### src/rtl/seq_bla_pkg.sv
// Shared types and constants for the sequential borrow-lookahead subtractor.
package seq_bla_pkg;

    // Width of the borrow-lookahead slice processed each clock
    localparam int SLICE_W = 4;

    // Controller states
    typedef enum logic [1:0] {
        IDLE = 2'd0,
        RUN  = 2'd1,
        DONE = 2'd2
    } state_t;

    // Number of slices needed to cover an operand of the given width
    function automatic int slice_count(input int width);
        return width / SLICE_W;
    endfunction

endpackage

### src/rtl/seq_bla_subtractor_slice.sv
// bla_slice4: combinational 4-bit borrow-lookahead subtractor, d = a - b - bin.
// Internal borrows are written out in flattened generate/propagate form so
// that no borrow depends on another computed borrow.
module bla_slice4
    import seq_bla_pkg::*;
(
    input  logic [3:0] a,
    input  logic [3:0] b,
    input  logic       bin,
    output logic [3:0] d,
    output logic       bout
);

    logic [3:0] w_g;
    logic [3:0] w_p;
    logic [4:0] w_br;

    // Per-bit borrow generate (a=0,b=1) and propagate (a==b)
    always_comb begin
        w_g = ~a & b;
        w_p = ~(a ^ b);
    end

    // Lookahead borrows, each expressed directly from g, p and bin
    always_comb begin
        w_br[0] = bin;
        w_br[1] = w_g[0] | (w_p[0] & bin);
        w_br[2] = w_g[1] | (w_p[1] & w_g[0]) | (w_p[1] & w_p[0] & bin);
        w_br[3] = w_g[2] | (w_p[2] & w_g[1]) | (w_p[2] & w_p[1] & w_g[0])
                | (w_p[2] & w_p[1] & w_p[0] & bin);
        w_br[4] = w_g[3] | (w_p[3] & w_g[2]) | (w_p[3] & w_p[2] & w_g[1])
                | (w_p[3] & w_p[2] & w_p[1] & w_g[0])
                | (w_p[3] & w_p[2] & w_p[1] & w_p[0] & bin);
    end

    // Difference bits and slice borrow-out
    always_comb begin
        d    = a ^ b ^ w_br[3:0];
        bout = w_br[4];
    end

endmodule

### src/rtl/seq_bla_subtractor.sv
// seq_bla_subtractor: WIDTH-bit a - b - bin computed one 4-bit lookahead
// slice per clock, with borrow-out and signed-overflow flags and a
// start/ready/done handshake.
module seq_bla_subtractor
    import seq_bla_pkg::*;
#(
    parameter int WIDTH = 16
) (
    input  logic             clk,
    input  logic             rst,
    input  logic             start,
    input  logic [WIDTH-1:0] a,
    input  logic [WIDTH-1:0] b,
    input  logic             bin,
    output logic             ready,
    output logic             done,
    output logic [WIDTH-1:0] diff,
    output logic             bout,
    output logic             ovf
);

    localparam int N  = slice_count(WIDTH);
    localparam int KW = (N > 1) ? $clog2(N) : 1;
    localparam int IW = $clog2(WIDTH);
    localparam logic [KW-1:0] K_LAST = KW'(N - 1);

    state_t r_state;
    state_t w_next;

    logic [KW-1:0]    r_k;
    logic [WIDTH-1:0] r_a;
    logic [WIDTH-1:0] r_b;
    logic [WIDTH-1:0] r_work;
    logic             r_br;
    logic [WIDTH-1:0] r_diff;
    logic             r_bout;
    logic             r_ovf;

    logic [IW-1:0]    w_base;
    logic [3:0]       w_sd;
    logic             w_sbo;
    logic [WIDTH-1:0] w_merged;
    logic             w_last;

    // Bit offset of the active slice; k*4 always fits in the index width
    always_comb begin
        w_base = IW'({r_k, 2'b00});
        w_last = (r_k == K_LAST);
    end

    // Single slice instance, time-multiplexed across the operand
    bla_slice4 u_slice (
        .a    (r_a[w_base +: SLICE_W]),
        .b    (r_b[w_base +: SLICE_W]),
        .bin  (r_br),
        .d    (w_sd),
        .bout (w_sbo)
    );

    // Work register with the current slice result written in
    always_comb begin
        w_merged = r_work;
        w_merged[w_base +: SLICE_W] = w_sd;
    end

    // State register
    always_ff @(posedge clk) begin
        if (rst) r_state <= IDLE;
        else     r_state <= w_next;
    end

    // Next-state logic
    always_comb begin
        w_next = r_state;
        case (r_state)
            IDLE:    if (start) w_next = RUN;
            RUN:     if (w_last) w_next = DONE;
            DONE:    w_next = IDLE;
            default: w_next = IDLE;
        endcase
    end

    // Slice counter and result registers; an abandoned operation leaves zeros
    always_ff @(posedge clk) begin
        if (rst) begin
            r_k    <= '0;
            r_diff <= '0;
            r_bout <= 1'b0;
            r_ovf  <= 1'b0;
        end else begin
            if (r_state == IDLE && start) begin
                r_k <= '0;
            end else if (r_state == RUN) begin
                if (w_last) begin
                    r_k    <= '0;
                    r_diff <= w_merged;
                    r_bout <= w_sbo;
                    r_ovf  <= (r_a[WIDTH-1] ^ r_b[WIDTH-1]) & (w_merged[WIDTH-1] ^ r_a[WIDTH-1]);
                end else begin
                    r_k <= r_k + 1'b1;
                end
            end
        end
    end

    // Operand capture on acceptance and per-slice work/borrow update
    always_ff @(posedge clk) begin
        if (r_state == IDLE && start) begin
            r_a    <= a;
            r_b    <= b;
            r_br   <= bin;
            r_work <= '0;
        end else if (r_state == RUN) begin
            r_work <= w_merged;
            r_br   <= w_sbo;
        end
    end

    // Handshake and result outputs
    always_comb begin
        ready = (r_state == IDLE);
        done  = (r_state == DONE);
        diff  = r_diff;
        bout  = r_bout;
        ovf   = r_ovf;
    end

endmodule

### config.mk
export PLATFORM = sky130hd
export DESIGN_NAME = seq_bla_subtractor
export DESIGN_NICKNAME = d
export VERILOG_FILES = /design/src/rtl/seq_bla_pkg.sv /design/src/rtl/seq_bla_subtractor_slice.sv /design/src/rtl/seq_bla_subtractor.sv
export SDC_FILE = /design/constraint.sdc
export NUM_CORES = 1
export LEC_CHECK = 0
export ABC_AREA = 1
export CAP_MARGIN = 10
export CORE_UTILIZATION = 52
export CTS_CLUSTER_DIAMETER = 50
export DETAILED_ROUTE_END_ITERATION = 16
export GPL_ROUTABILITY_DRIVEN = 0
export GPL_TIMING_DRIVEN = 0
export PLACE_DENSITY = 0.81
export SYNTH_ARGS = -nofsm -noshare
export SYNTH_HDL_FRONTEND = slang
export SYNTH_SLANG_ARGS = --single-unit
### constraint.sdc
create_clock -name clk -period 2.72 [get_ports clk]
set_input_delay 0.816 -clock clk [delete_from_list [all_inputs] [get_ports clk]]
set_output_delay 0.816 -clock clk [all_outputs]
set_load 0.02 [all_outputs]
==> flow_summary.json <==
{
  "pin_count": 56,
  "drv_slew": 0,
  "clk_pin_slew_worst_paths_ns": 0.07,
  "maxCapViolations": 0,
  "min_to": "r_work[6]",
  "clock_sinks": 71,
  "finalSetupViolations": 0,
  "p_leak_nw": 1.668,
  "critPathTopFamily": "compound AO/OA/AOI/OAI gates",
  "num_vias": 2590,
  "ys_seq_area_frac": 0.5607,
  "fin_crit_ns": 2.557,
  "hold_viol": 0,
  "reg2reg_slack_ns": 0.16,
  "firstDrtPassIters": 5,
  "finalInstanceArea_mm2": 0.003973,
  "grt_usage": 0.2349,
  "postRouteAntennaNets": 0,
  "peakVddDrop_uv": 515.5,
  "synthCells": 337,
  "antenna_found_initial": 0,
  "placed_area_mm2": 0.003765,
  "wl_per_cell_um": 14.08,
  "hold_buffers": 0,
  "whs_ns": 0.4595,
  "fin_setup_tns_ns": 0,
  "grt_pass1_wl_um": 11060,
  "reg2reg_depth": 11,
  "cp-start-kind": "flop",
  "layout_commonest_cell": "nand2_1",
  "fin_worst_skew_ns": 0.008068,
  "hp-start": "r_work[6]",
  "grt_pass1_vias": 2530,
  "synth_warnings": 0,
  "worst_ep_arrival_time_ns": 2.82,
  "globalRoute.totalOverflow": 0,
  "netlist_area_mm2": 0.003124,
  "layout.nets": 450,
  "core-area_mm2": 0.005642,
  "post_cts_buffers": 0,
  "status": "finished, final reports clean",
  "avgSynthCellArea_um2": 9.271,
  "grt_max_degree": 34,
  "cp_slowest_stage_delay_ns": 0.42,
  "critical_path_class": "reg2reg",
  "required_ns": 2.99,
  "dp_hpwl_um": 4813,
  "die_y_um": 79.51,
  "cp_max_fo": 10,
  "yosys_register_bits": 71,
  "crit_chain": "buf_4, clkbuf_4, a21oi_1, a32o_1, fa_1, xor2_1, nor2_1, nand2_1, o22ai_1, nand2_1, o21ai_1",
  "first_iter_violations": 168,
  "drt-vias-per-instance": 5.396,
  "root_buffer": "clkbuf_8",
  "tightestPinTransition_ns": 0.6911,
  "die_w_um": 79.51,
  "htree_levels": 3,
  "reg2reg_to": "r_work[5]",
  "drive_gt1_frac": 0.1005,
  "critical_path.most_common_cell": "nand2_1",
  "final_cell_mix": "nand2_1 (71), clkdlybuf4s50_1 (55), inv_1 (43)",
  "hold_class": "reg2reg",
  "cts.path.max_buffers": 2,
  "powerDensity_mw_per_mm2": 581.6,
  "reg2reg_from": "r_k[0]",
  "cp-end-kind": "flop",
  "cpMaxStageDelayCell": "fa_1",
  "nFillCells": 430,
  "port_buffers": 55,
  "cp_num_buf_inv": 2,
  "clk_latency_ns": 0.34,
  "rows": 27,
  "finish.utilization": 0.7041,
  "dieArea_mm2": 0.006322,
  "drc": 0,
  "syn2layout_area_growth_pct": 27.15,
  "synth_cell_types": 37,
  "cts_buffers": 9,
  "fmax_mhz": 391.1,
  "relSlewSlack": 0.5386,
  "cts_resized": 2,
  "synthesis.nets": 384,
  "finalCritPeriodShare": 0.9402,
  "wl_um": 6756,
  "diodes": 0,
  "cts_tree": "done",
  "min_path_cells": 2,
  "start_util": 0.5538
}
[area by class of cell]
cell class	instances	area, µm²	share of cell area
inverter	51	193.9	0.04882
buffer	10	58.81	0.01480
multi-input combinational	205	1142	0.2876
clock buffer	16	180.2	0.04535
tap	72	90.09	0.02268
sequential	71	1757	0.4422
timing repair buffer	55	550.5	0.1386
[synth_stat cells (all sizes together)]
cell | instances | area, µm²
fa | 1 | 20.02
o21ai | 46 | 230.2
nand2 | 75 | 301.5
a32o | 3 | 30.03
or2 | 1 | 6.260
clkbuf | 4 | 15.01
o22ai | 11 | 68.82
dfxtp | 38 | 760.7
o21a | 1 | 7.510
o211ai | 2 | 15.01
xnor2 | 1 | 8.760
nor2 | 25 | 125.1
a22oi | 1 | 7.510
a211oi | 1 | 7.510
nand3 | 10 | 50.05
a31oi | 2 | 12.51
nand4 | 4 | 40.04
xor2 | 1 | 8.760
inv | 50 | 190.2
o21bai | 2 | 15.01
a21oi | 7 | 38.79
nor3 | 1 | 10.01
ha | 10 | 125.1
buf | 6 | 35.03
edfxtp | 33 | 991.0
clkinv | 1 | 3.750
[cell families (layout without fill, tap and decap cells)]
logic type | after synthesis | after routing | share of synthesized area
xor gates and xnor gates | 2 | 2 | 0.005608
DFF | 71 | 71 | 0.5607
AOI/OAI and AO/OA | 76 | 76 | 0.1386
adders and majority gates | 11 | 11 | 0.04646
and+or+nand+nor | 116 | 116 | 0.1706
buffers and inverters | 61 | 132 | 0.07809
[per-layer routing]
layer / up-vias / share of wire / global-route usage
li1: 1254 / - / -
met1: 1228 / 0.42 / 0.2762
met2: 93 / 0.50 / 0.3932
met3: 15 / 0.058 / 0.07200
met4: 0 / 0.021 / 0.1036
met5: - / 0 / 0
[power by group]
| group | leakage [nW] | internal (mW) | switching (mW) |
|---|---|---|---|
| registers | 0.625 | 1.18 | 0.0196 |
| clock network | 0.0910 | 0.408 | 0.363 |
| logic | 0.952 | 0.138 | 0.205 |
[worst max-delay path by stage]
stage / start / endpoint / depth (start not counted)
CTS: r_k[1] / r_work[6] / 13
floorplan: r_k[0] / r_work[6] / 14
global route: r_k[0] / diff[6] / 14
finish: r_k[0] / r_work[5] / 11
global placement: r_k[1] / diff[6] / 14
detailed placement: r_k[1] / diff[6] / 14
[stage by stage]
step	power, mW	cells	setup slack [ns]
2_1_floorplan	1.423	337	0.4772
3_3_place_gp	1.529	464	-0.005343
3_5_place_dp	1.546	464	-0.09677
4_1_cts	2.309	480	0.01495
5_1_grt	2.408	480	-0.04818
6_report	2.311	480	0.1628
[worst reg2reg max path, delay by kind of cell (launching register included)]
| kind | cells | cell delay [ns] |
|---|---|---|
| flip-flops | 1 | 0.39 |
| AO/OA/AOI/OAI | 4 | 0.68 |
| XOR/XNOR | 1 | 0.19 |
| adder cells (fa/ha/maj) | 1 | 0.42 |
| buffers and inverters | 2 | 0.44 |
| AND/OR/NAND/NOR | 3 | 0.35 |
[sequential cells by signal (all words and copies together), names as in the netlist]
register  flops
r_k           2
r_a          16
bout          1
ovf           1
r_state       2
r_work       16
r_b          16
r_br          1
diff         16
Note: power is estimated with default switching activity, not from simulation.
